`src/rtl/oven_sched_pkg.sv`:
```
// oven_sched_pkg: shared state encoding, parameter defaults and a small
// round-robin index helper for the oven order scheduler.
package oven_sched_pkg;

  // Default configuration of the scheduler.
  localparam int NUM_REQ_DEF = 4;
  localparam int CT_W_DEF    = 8;

  // Scheduler FSM encoding (3 bits).
  typedef enum logic [2:0] {
    S_IDLE        = 3'd0,
    S_START       = 3'd1,
    S_WAIT_LOAD   = 3'd2,
    S_COOK        = 3'd3,
    S_WAIT_UNLOAD = 3'd4
  } sched_state_t;

  // Station index reached by stepping 'offset' places from 'base' around a
  // ring of 'n' stations. Both inputs are below n, so a single conditional
  // subtract replaces a modulo that would not be cheap for non-power-of-two n.
  function automatic int rr_index(input int base, input int offset, input int n);
    int sum;
    sum = base + offset;
    if (sum >= n) sum = sum - n;
    return sum;
  endfunction

endpackage

```
`src/rtl/cook_timer.sv`:
```
// cook_timer: per-order countdown. Loads the latched cook time, counts down
// while enabled and nonzero, and flags zero.
module cook_timer #(
  parameter int CT_W = 8
) (
  input  logic            i_clock,
  input  logic            i_reset,
  input  logic            i_load,
  input  logic [CT_W-1:0] i_value,
  input  logic            i_en,
  output logic            o_zero
);

  logic [CT_W-1:0] r_count;

  // Countdown register: load wins, otherwise decrement down to zero and stop.
  always_ff @(posedge i_clock or posedge i_reset) begin
    if (i_reset) begin
      r_count <= '0;
    end else if (i_load) begin
      r_count <= i_value;
    end else if (i_en && (r_count != '0)) begin
      r_count <= r_count - CT_W'(1);
    end
  end

  assign o_zero = (r_count == '0);

endmodule

```
`src/rtl/oven_order_scheduler.sv`:
```
// oven_order_scheduler: shares one auto_oven_style cooker between NUM_REQ
// stations. Round-robin arbitration while the oven is idle, then follows the
// oven through start / load / cook / unload and reports grant and served.
// Optional feature macro: COOK_TIMER_EN -- when defined, an internal per-order
// countdown (cook_timer) decides cook completion and i_ext_done is ignored;
// when undefined, i_ext_done gated to S_COOK decides it and i_cook_time is
// ignored.
module oven_order_scheduler
  import oven_sched_pkg::*;
#(
  parameter  int NUM_REQ = NUM_REQ_DEF,
  parameter  int CT_W    = CT_W_DEF,
  localparam int ID_W    = $clog2(NUM_REQ)
) (
  input  logic                    i_clock,
  input  logic                    i_reset,
  input  logic [NUM_REQ-1:0]      i_req,
  input  logic [NUM_REQ*CT_W-1:0] i_cook_time,
  input  logic                    i_ext_done,
  input  logic                    i_oven_load,
  input  logic                    i_oven_heat,
  input  logic                    i_oven_unload,
  output logic                    o_oven_start,
  output logic                    o_oven_done,
  output logic [NUM_REQ-1:0]      o_grant,
  output logic [NUM_REQ-1:0]      o_served,
  output logic                    o_busy,
  output logic [ID_W-1:0]         o_cur_id
);

  sched_state_t r_state;
  sched_state_t w_state_nxt;

  logic [ID_W-1:0]    r_rr_ptr;
  logic [ID_W-1:0]    r_cur_id;
  logic [NUM_REQ-1:0] r_grant;
  logic [NUM_REQ-1:0] r_served;

  logic               w_win_found;
  logic [ID_W-1:0]    w_win_id;
  logic [ID_W-1:0]    w_next_ptr;
  logic               w_arb_ok;
  logic               w_cook_done;
  logic               w_timer_load;

  // Round-robin search: first requesting station at or after r_rr_ptr.
  // NOTE: every signal written here gets a default before the case/loop
  // logic; a path that leaves one unassigned would infer a latch.
  always_comb begin
    int idx;
    w_win_found = 1'b0;
    w_win_id    = '0;
    for (int i = 0; i < NUM_REQ; i++) begin
      idx = rr_index(int'(r_rr_ptr), i, NUM_REQ);
      if (!w_win_found && i_req[idx]) begin
        w_win_found = 1'b1;
        w_win_id    = ID_W'(idx);
      end
    end
  end

  // Pointer moves one past the winner, wrapping at the last station.
  assign w_next_ptr = (w_win_id == ID_W'(NUM_REQ - 1)) ? '0 : (w_win_id + ID_W'(1));

  // A new order is accepted only while the oven is fully idle; this also keeps
  // the block from granting into an oven cycle left running across a reset.
  assign w_arb_ok = (r_state == S_IDLE) && w_win_found && !i_oven_heat && !i_oven_unload;

`ifdef COOK_TIMER_EN
  logic [CT_W-1:0] r_ct_lat;
  logic            w_timer_zero;
  logic            w_unused_ext;

  // Latch the winner's cook time at grant; later changes on its slice are ignored.
  always_ff @(posedge i_clock or posedge i_reset) begin
    if (i_reset) begin
      r_ct_lat <= '0;
    end else if (w_arb_ok) begin
      r_ct_lat <= i_cook_time[int'(w_win_id) * CT_W +: CT_W];
    end
  end

  cook_timer #(
    .CT_W (CT_W)
  ) u_cook_timer (
    .i_clock (i_clock),
    .i_reset (i_reset),
    .i_load  (w_timer_load),
    .i_value (r_ct_lat),
    .i_en    (r_state == S_COOK),
    .o_zero  (w_timer_zero)
  );

  assign w_cook_done  = w_timer_zero;
  assign w_unused_ext = i_ext_done;
`else
  logic w_unused_ct;

  assign w_cook_done = i_ext_done;
  assign w_unused_ct = ^{i_cook_time, w_timer_load};
`endif

  // FSM state register.
  // NOTE: sequential state uses non-blocking assignments so every register
  // samples pre-edge values regardless of block ordering.
  always_ff @(posedge i_clock or posedge i_reset) begin
    if (i_reset) begin
      r_state <= S_IDLE;
    end else begin
      r_state <= w_state_nxt;
    end
  end

  // Next state and the oven handshake outputs.
  always_comb begin
    w_state_nxt  = r_state;
    o_oven_start = 1'b0;
    o_oven_done  = 1'b0;
    w_timer_load = 1'b0;
    case (r_state)
      S_IDLE: begin
        if (w_arb_ok) w_state_nxt = S_START;
      end
      S_START: begin
        // Held until preheat is visible; preheat length is unbounded.
        o_oven_start = 1'b1;
        if (i_oven_heat) w_state_nxt = S_WAIT_LOAD;
      end
      S_WAIT_LOAD: begin
        if (i_oven_load) begin
          w_timer_load = 1'b1;
          w_state_nxt  = S_COOK;
        end
      end
      S_COOK: begin
        o_oven_done = w_cook_done;
        if (w_cook_done) w_state_nxt = S_WAIT_UNLOAD;
      end
      S_WAIT_UNLOAD: begin
        // Keep done asserted until the oven acknowledges by unloading.
        o_oven_done = 1'b1;
        if (i_oven_unload) w_state_nxt = S_IDLE;
      end
      default: begin
        w_state_nxt = S_IDLE;
      end
    endcase
  end

  // Registered grant/served pulses, order id and round-robin pointer.
  always_ff @(posedge i_clock or posedge i_reset) begin
    if (i_reset) begin
      r_grant  <= '0;
      r_served <= '0;
      r_cur_id <= '0;
      r_rr_ptr <= '0;
    end else begin
      r_grant  <= '0;
      r_served <= '0;
      if (w_arb_ok) begin
        r_grant[w_win_id] <= 1'b1;
        r_cur_id          <= w_win_id;
        r_rr_ptr          <= w_next_ptr;
      end
      if ((r_state == S_WAIT_UNLOAD) && i_oven_unload) begin
        r_served[r_cur_id] <= 1'b1;
      end
    end
  end

  assign o_grant  = r_grant;
  assign o_served = r_served;
  assign o_cur_id = r_cur_id;
  assign o_busy   = (r_state != S_IDLE);

endmodule

```
`config.mk`:
```
export PLATFORM = sky130hd
export DESIGN_NAME = oven_order_scheduler
export DESIGN_NICKNAME = d
export VERILOG_FILES = /design/src/rtl/oven_sched_pkg.sv /design/src/rtl/cook_timer.sv /design/src/rtl/oven_order_scheduler.sv
export SDC_FILE = /design/constraint.sdc
export NUM_CORES = 1
export LEC_CHECK = 0
export BUFFER_PORTS_ARGS = -buffer_cell sky130_fd_sc_hd__buf_2
export CORE_MARGIN = 2
export CORE_UTILIZATION = 23
export CTS_CLUSTER_DIAMETER = 100
export CTS_CLUSTER_SIZE = 12
export DETAILED_ROUTE_END_ITERATION = 8
export GPL_ROUTABILITY_DRIVEN = 0
export PLACE_DENSITY = 0.49
export SLEW_MARGIN = 20
export SYNTH_ARGS = -nofsm -noshare
export SYNTH_HDL_FRONTEND = slang
export SYNTH_SLANG_ARGS = --single-unit
```
`constraint.sdc`:
```
create_clock -name i_clock -period 2 [get_ports i_clock]
set_clock_uncertainty 0.2 [all_clocks]
set_input_delay 0.1 -clock i_clock [delete_from_list [all_inputs] [get_ports i_clock]]
set_output_delay 0.1 -clock i_clock [all_outputs]
set_load 0.05 [all_outputs]
```
-- After elaboration in Yosys (flattened, before gate mapping)
Index checks and enable logic that the tools add are counted.
W data, S select, Z words.
- add/sub/neg operators: 8
- order comparisons: 12
- equal/unequal tests: 10
- mux-type cells: 39
- reduce and logical (&&, ||, !) cells: 17
- operators with widths (operator ; number):
    $lt A32 B4 Y1 const B ; 4
    $mux W32 ; 4
    $mux W1 ; 15
    $mux W3 ; 5
    $pmux W3 S5 ; 1
    $sub A3 B3 Y4 const B ; 3
    $mux W2 ; 5
    $ne A2 B2 Y1 const B ; 5
    $ge A3 B3 Y1 const B ; 3
    $logic_and A1 B1 Y1 ; 9
    $bmux W1 S2 ; 4
    $mux W4 ; 2
    $add A2 B2 Y3 const B ; 2
    $eq A3 B2 Y1 const B ; 2
    $lt A2 B3 Y1 const B ; 2
    $logic_not A1 Y1 ; 5
    $reduce_and A5 Y1 ; 1
    $demux W1 S2 ; 2
    $ge A2 B1 Y1 const B ; 2
    $sub A2 B3 Y4 const B ; 1
    $add A2 B1 Y3 const B ; 1
    $eq A3 B1 Y1 const B ; 1
    $eq A3 B3 Y1 const B ; 1
    $ge A2 B3 Y1 const B ; 1
    5 further kinds ; 5
- flip-flop bits (word level): 15
- input port bits: 42
- output and inout port bits: 13

-- Depth between registers and ports, before layout
- word-level depth: 20
- depth in mapped cells: 5

-- Worst setup path after synthesis
Ideal clock, no wire load.
- kind: reg-to-reg
- from: reg r_state[1]
- to: reg r_rr_ptr[0]
- library setup time: 129 ps
- data arrival time: 1729 ps
- path slack: -59 ps
- stages on the path, launching flop included: 6
- path buffers: 2
- cells stage by stage: dfrtp_1 -> buf_6 -> or3_4 -> buf_6 -> or4_4 -> o41a_1
- cells in the longest elaborated chain, start to end: 4
- ends and longest elaborated chain (element ; RTL line ; source):
    start: declaration ; oven_order_scheduler.sv:31 ; sched_state_t r_state;
    start signal: assignment ; oven_order_scheduler.sv:110 ; r_state <= w_state_nxt;
    $logic_not A3 Y1 ; oven_order_scheduler.sv:67 ; assign w_arb_ok = (r_state == S_IDLE) && w_win_found && !i_oven_heat && !i_oven_unload;
    $logic_and A1 B1 Y1 (3 in series) ; oven_order_scheduler.sv:67 ;
    end signal: assignment ; oven_order_scheduler.sv:163 ; r_rr_ptr <= w_next_ptr;
    end: declaration ; oven_order_scheduler.sv:34 ; logic [ID_W-1:0] r_rr_ptr;
No other way between the ends.
A chain may end at the register's enable or synchronous reset.

-- Final worst setup path
- from: reg r_rr_ptr[0]
- to: reg r_grant[2] (netlist: o_grant[2])
- cells in the longest elaborated chain, start to end: 20
- ends and longest elaborated chain (element ; RTL line ; source):
    parallel branches: the longest is 19 deep, another holds $sub A3 B3 Y4 ; -- ;
    $mux W4 * ; oven_order_scheduler.sv:160 ; if (w_arb_ok) begin
    end signal: assignment ; oven_order_scheduler.sv:153 ; r_grant <= '0;
    end signal: assignment ; oven_order_scheduler.sv:158 ; r_grant <= '0;
    end signal: indexed assignment ; oven_order_scheduler.sv:161 ; r_grant[w_win_id] <= 1'b1;
    end: declaration ; oven_order_scheduler.sv:36 ; logic [NUM_REQ-1:0] r_grant;
Mark *: on every way between the ends. The select of a mux whose other input is x is not followed.

==> flow_summary.yaml <==
setup_path:
  worstRegToRegCells: 5
  regToRegEndpoint: "o_grant[2]$_DFF_PP0_"
  cp.arrival_ps: 1930
  cp-end-kind: "flop"
  critPathLaunchType: "flop"
  worst-path-buf-inv: 0
  cpPeakStageDelay_ps: 540
  crit_slowest_cell: "or4_4"
  r2r_setup_slack_ps: 50
  path_cells: "nand2_1, and3_4, or4_4, ha_1, and2_1"
  crit_family: "simple AND/OR/NAND/NOR gates"
  r2r_start: "r_rr_ptr[0]$_DFFE_PP0P_"
  crit_type: "flop to flop"
  cp_data_required_time_ps: 1970
  cp_max_fo: 6
timing:
  slew_violations: 0
  tns_ps: 0
  period_share: 0.9770
  finalCriticalPeriod_ps: 1954
  slew_headroom: 0.6308
  hold_viol: 0
  finalSetupViolCount: 0
  whs_ps: 116.5
  worst-slew-pin-transition_ps: 553.2
  fmax_mhz: 511.8
place:
  port_buffers: 22
  dp_hpwl_mm: 1.363
synthesis:
  synth_cell_types: 31
  ys_warn_count: 0
  synth_cells: 75
  syn_area_per_cell_um2: 11.04
  ys_seq_area_frac: 0.4532
  syn-num-nets: 121
  synth_seq_cells: 15
  synth.cell_area_um2: 828.3
run:
  max_cap_viol_count: 0
cts:
  cts-root-buf: "clkbuf_4"
  cts_buffer_depth: 2
  cts.sinks: 15
  cts_max_level: 1
  clk_latency_ps: 280
  path_clk_slew_ps: 90
  tritoncts: "built"
  cts-buffers-inserted: 3
finish:
  final_common_cell: "buf_2"
  drive_gt1_frac: 0.4286
  final_nets: 159
  area.growth.synth_to_final_pct: 39.88
  antenna_cells: 0
  most-common-layout-cells: "buf_2, dfrtp_1, buf_4"
  num-fill-cells: 356
drt:
  drc: 0
  dr.first_iter.drc_count: 11
  dr.pass1.iters: 4
  drt-total-wl_mm: 1.749
  wl_met1_um: 785
  drtAntennaViolNets: 0
  wire_per_inst_um: 11.07
  via_per_inst: 4.519
  highest_layer: "met4"
  via_count: 714
  wl_met3_um: 75
  met2_length_um: 857
global_routing:
  grt_pass1_wl_mm: 2.911
  grt_antenna_before_repair: 0
  grt_overflow: 0
  grt_usage: 0.09118
  grt_max_degree: 16
  grt_pass1_vias: 684
floorplanning:
  rows: 21
  core_um2: 3390
  start_util: 0.2444
  die_h_um: 64.01
  dieArea_um2: 4097
  die_w_um: 64.01
  io_pins: 55
power_and_ir_drop:
  power_leakage_nw: 0.5538
  vdd_ir_drop_max_v: 0.0002708
  p_per_area_nw_per_um2: 1252
hold_path:
  hold_class: "primary input to flop"
  holdCritStartpoint: "i_req[3]"
  min_to: "o_cur_id[0]$_DFFE_PP0P_"
  whs_path_depth: 3
run_status:
  status: "complete, no violations"
-- per-layer routing --
layer  up-vias  GRT usage
met3         2    0.02289
met4         0    0.04891
met2        16     0.1497
met5         -          0
li1        361          -
met1       335     0.1087
-- how the worst max path moves through the flow --
stage | startpoint | slack (ps) | endpoint | depth (start not counted)
after global placement | r_rr_ptr[0]$_DFFE_PP0P_ | -110 | r_rr_ptr[1]$_DFFE_PP0P_ | 4
after detailed placement | r_rr_ptr[0]$_DFFE_PP0P_ | -130 | r_rr_ptr[1]$_DFFE_PP0P_ | 4
after CTS | r_rr_ptr[1]$_DFFE_PP0P_ | 10 | r_rr_ptr[1]$_DFFE_PP0P_ | 6
after floorplan | r_state[0]$_DFFE_PP0P_ | -60 | r_rr_ptr[0]$_DFFE_PP0P_ | 5
after global routing | r_rr_ptr[0]$_DFFE_PP0P_ | -20 | o_grant[2]$_DFF_PP0_ | 5
final | r_rr_ptr[0]$_DFFE_PP0P_ | 50 | o_grant[2]$_DFF_PP0_ | 5
-- through the flow --
stage	std cells	cell area, um^2	utilization	power, mW	setup slack (ps)
5_1_grt	158	1159	0.3418	1.564	-21.19
3_3_place_gp	147	1022	0.3016	1.192	-106.1
2_1_floorplan	75	840.8	-	1.055	-57.76
4_1_cts	158	1142	0.3370	1.449	10.23
6_report	158	1159	0.3418	1.450	46.09
3_5_place_dp	147	1022	0.3016	1.211	-126.6
-- synthesized netlist by cell type (all sizes together) --
master | instances | area [um^2]
and2 | 4 | 25.02
a221oi | 1 | 8.760
a21oi | 2 | 10.01
nand4b | 2 | 17.52
a31oi | 1 | 6.260
ha | 4 | 50.05
nand2b | 2 | 12.51
o41a | 1 | 11.26
inv | 3 | 11.26
nand2 | 6 | 22.52
or3 | 2 | 17.52
and3 | 1 | 6.260
nor3 | 2 | 10.01
nor3b | 5 | 37.54
dfrtp | 15 | 375.4
nor2 | 2 | 7.510
o21ai | 3 | 15.01
clkbuf | 1 | 3.750
mux2 | 2 | 22.52
buf | 3 | 30.03
and4 | 1 | 8.760
o41ai | 5 | 43.79
or4 | 3 | 27.53
a21boi | 1 | 7.510
nor4 | 3 | 40.04
-- worst register-to-register path: stages (launching register included) --
cell and delay [ps]:
dfrtp_1 490, nand2_1 100, and3_4 190, or4_4 540, ha_1 210, and2_1 130
-- area by class of cell --
class | count | area, um^2 | area share
multi-input cells | 53 | 450.4 | 0.3888
repair buffers | 37 | 237.7 | 0.2052
inverters | 3 | 11.26 | 0.009719
well taps | 46 | 57.56 | 0.04968
flip-flops and latches | 15 | 375.4 | 0.3240
clock buffers | 4 | 26.28 | 0.02268
-- sequential cells by signal, indices dropped and copies added (netlist names) --
name      count
r_state       3
o_served      4
r_rr_ptr      2
o_cur_id      2
o_grant       4
-- logic make-up (layout without fill, tap and decap cells) --
logic type               count (synthesis)  in the layout  share of synthesized area
adder cells (fa/ha/maj)                  4              4                    0.06043
AND/OR/NAND/NOR                         33             33                     0.2810
multiplexers                             2              2                    0.02719
AO/OA/AOI/OAI                           14             14                     0.1239
buffers and inverters                    7             44                    0.05438
flip-flops                              15             15                     0.4532
-- what timing repair did --
| action | 4_1_cts | 5_1_grt |
|---|---|---|
| hold endpoints to repair | 23 | 0 |
| endpoints found under the setup margin | 3 | 3 |
| hold buffers | 6 | 0 |
| pin swaps | 1 | 1 |
| buffers inserted | 1 | 0 |
| gates resized for setup | 5 | 4 |
-- report_power, final --
part	internal (mW)	switching, mW	leakage [nW]
registers	0.375	0.0757	0.197
clock network	0.0773	0.0926	0.0150
logic	0.348	0.483	0.341
Power figures use the tool's default switching activity.
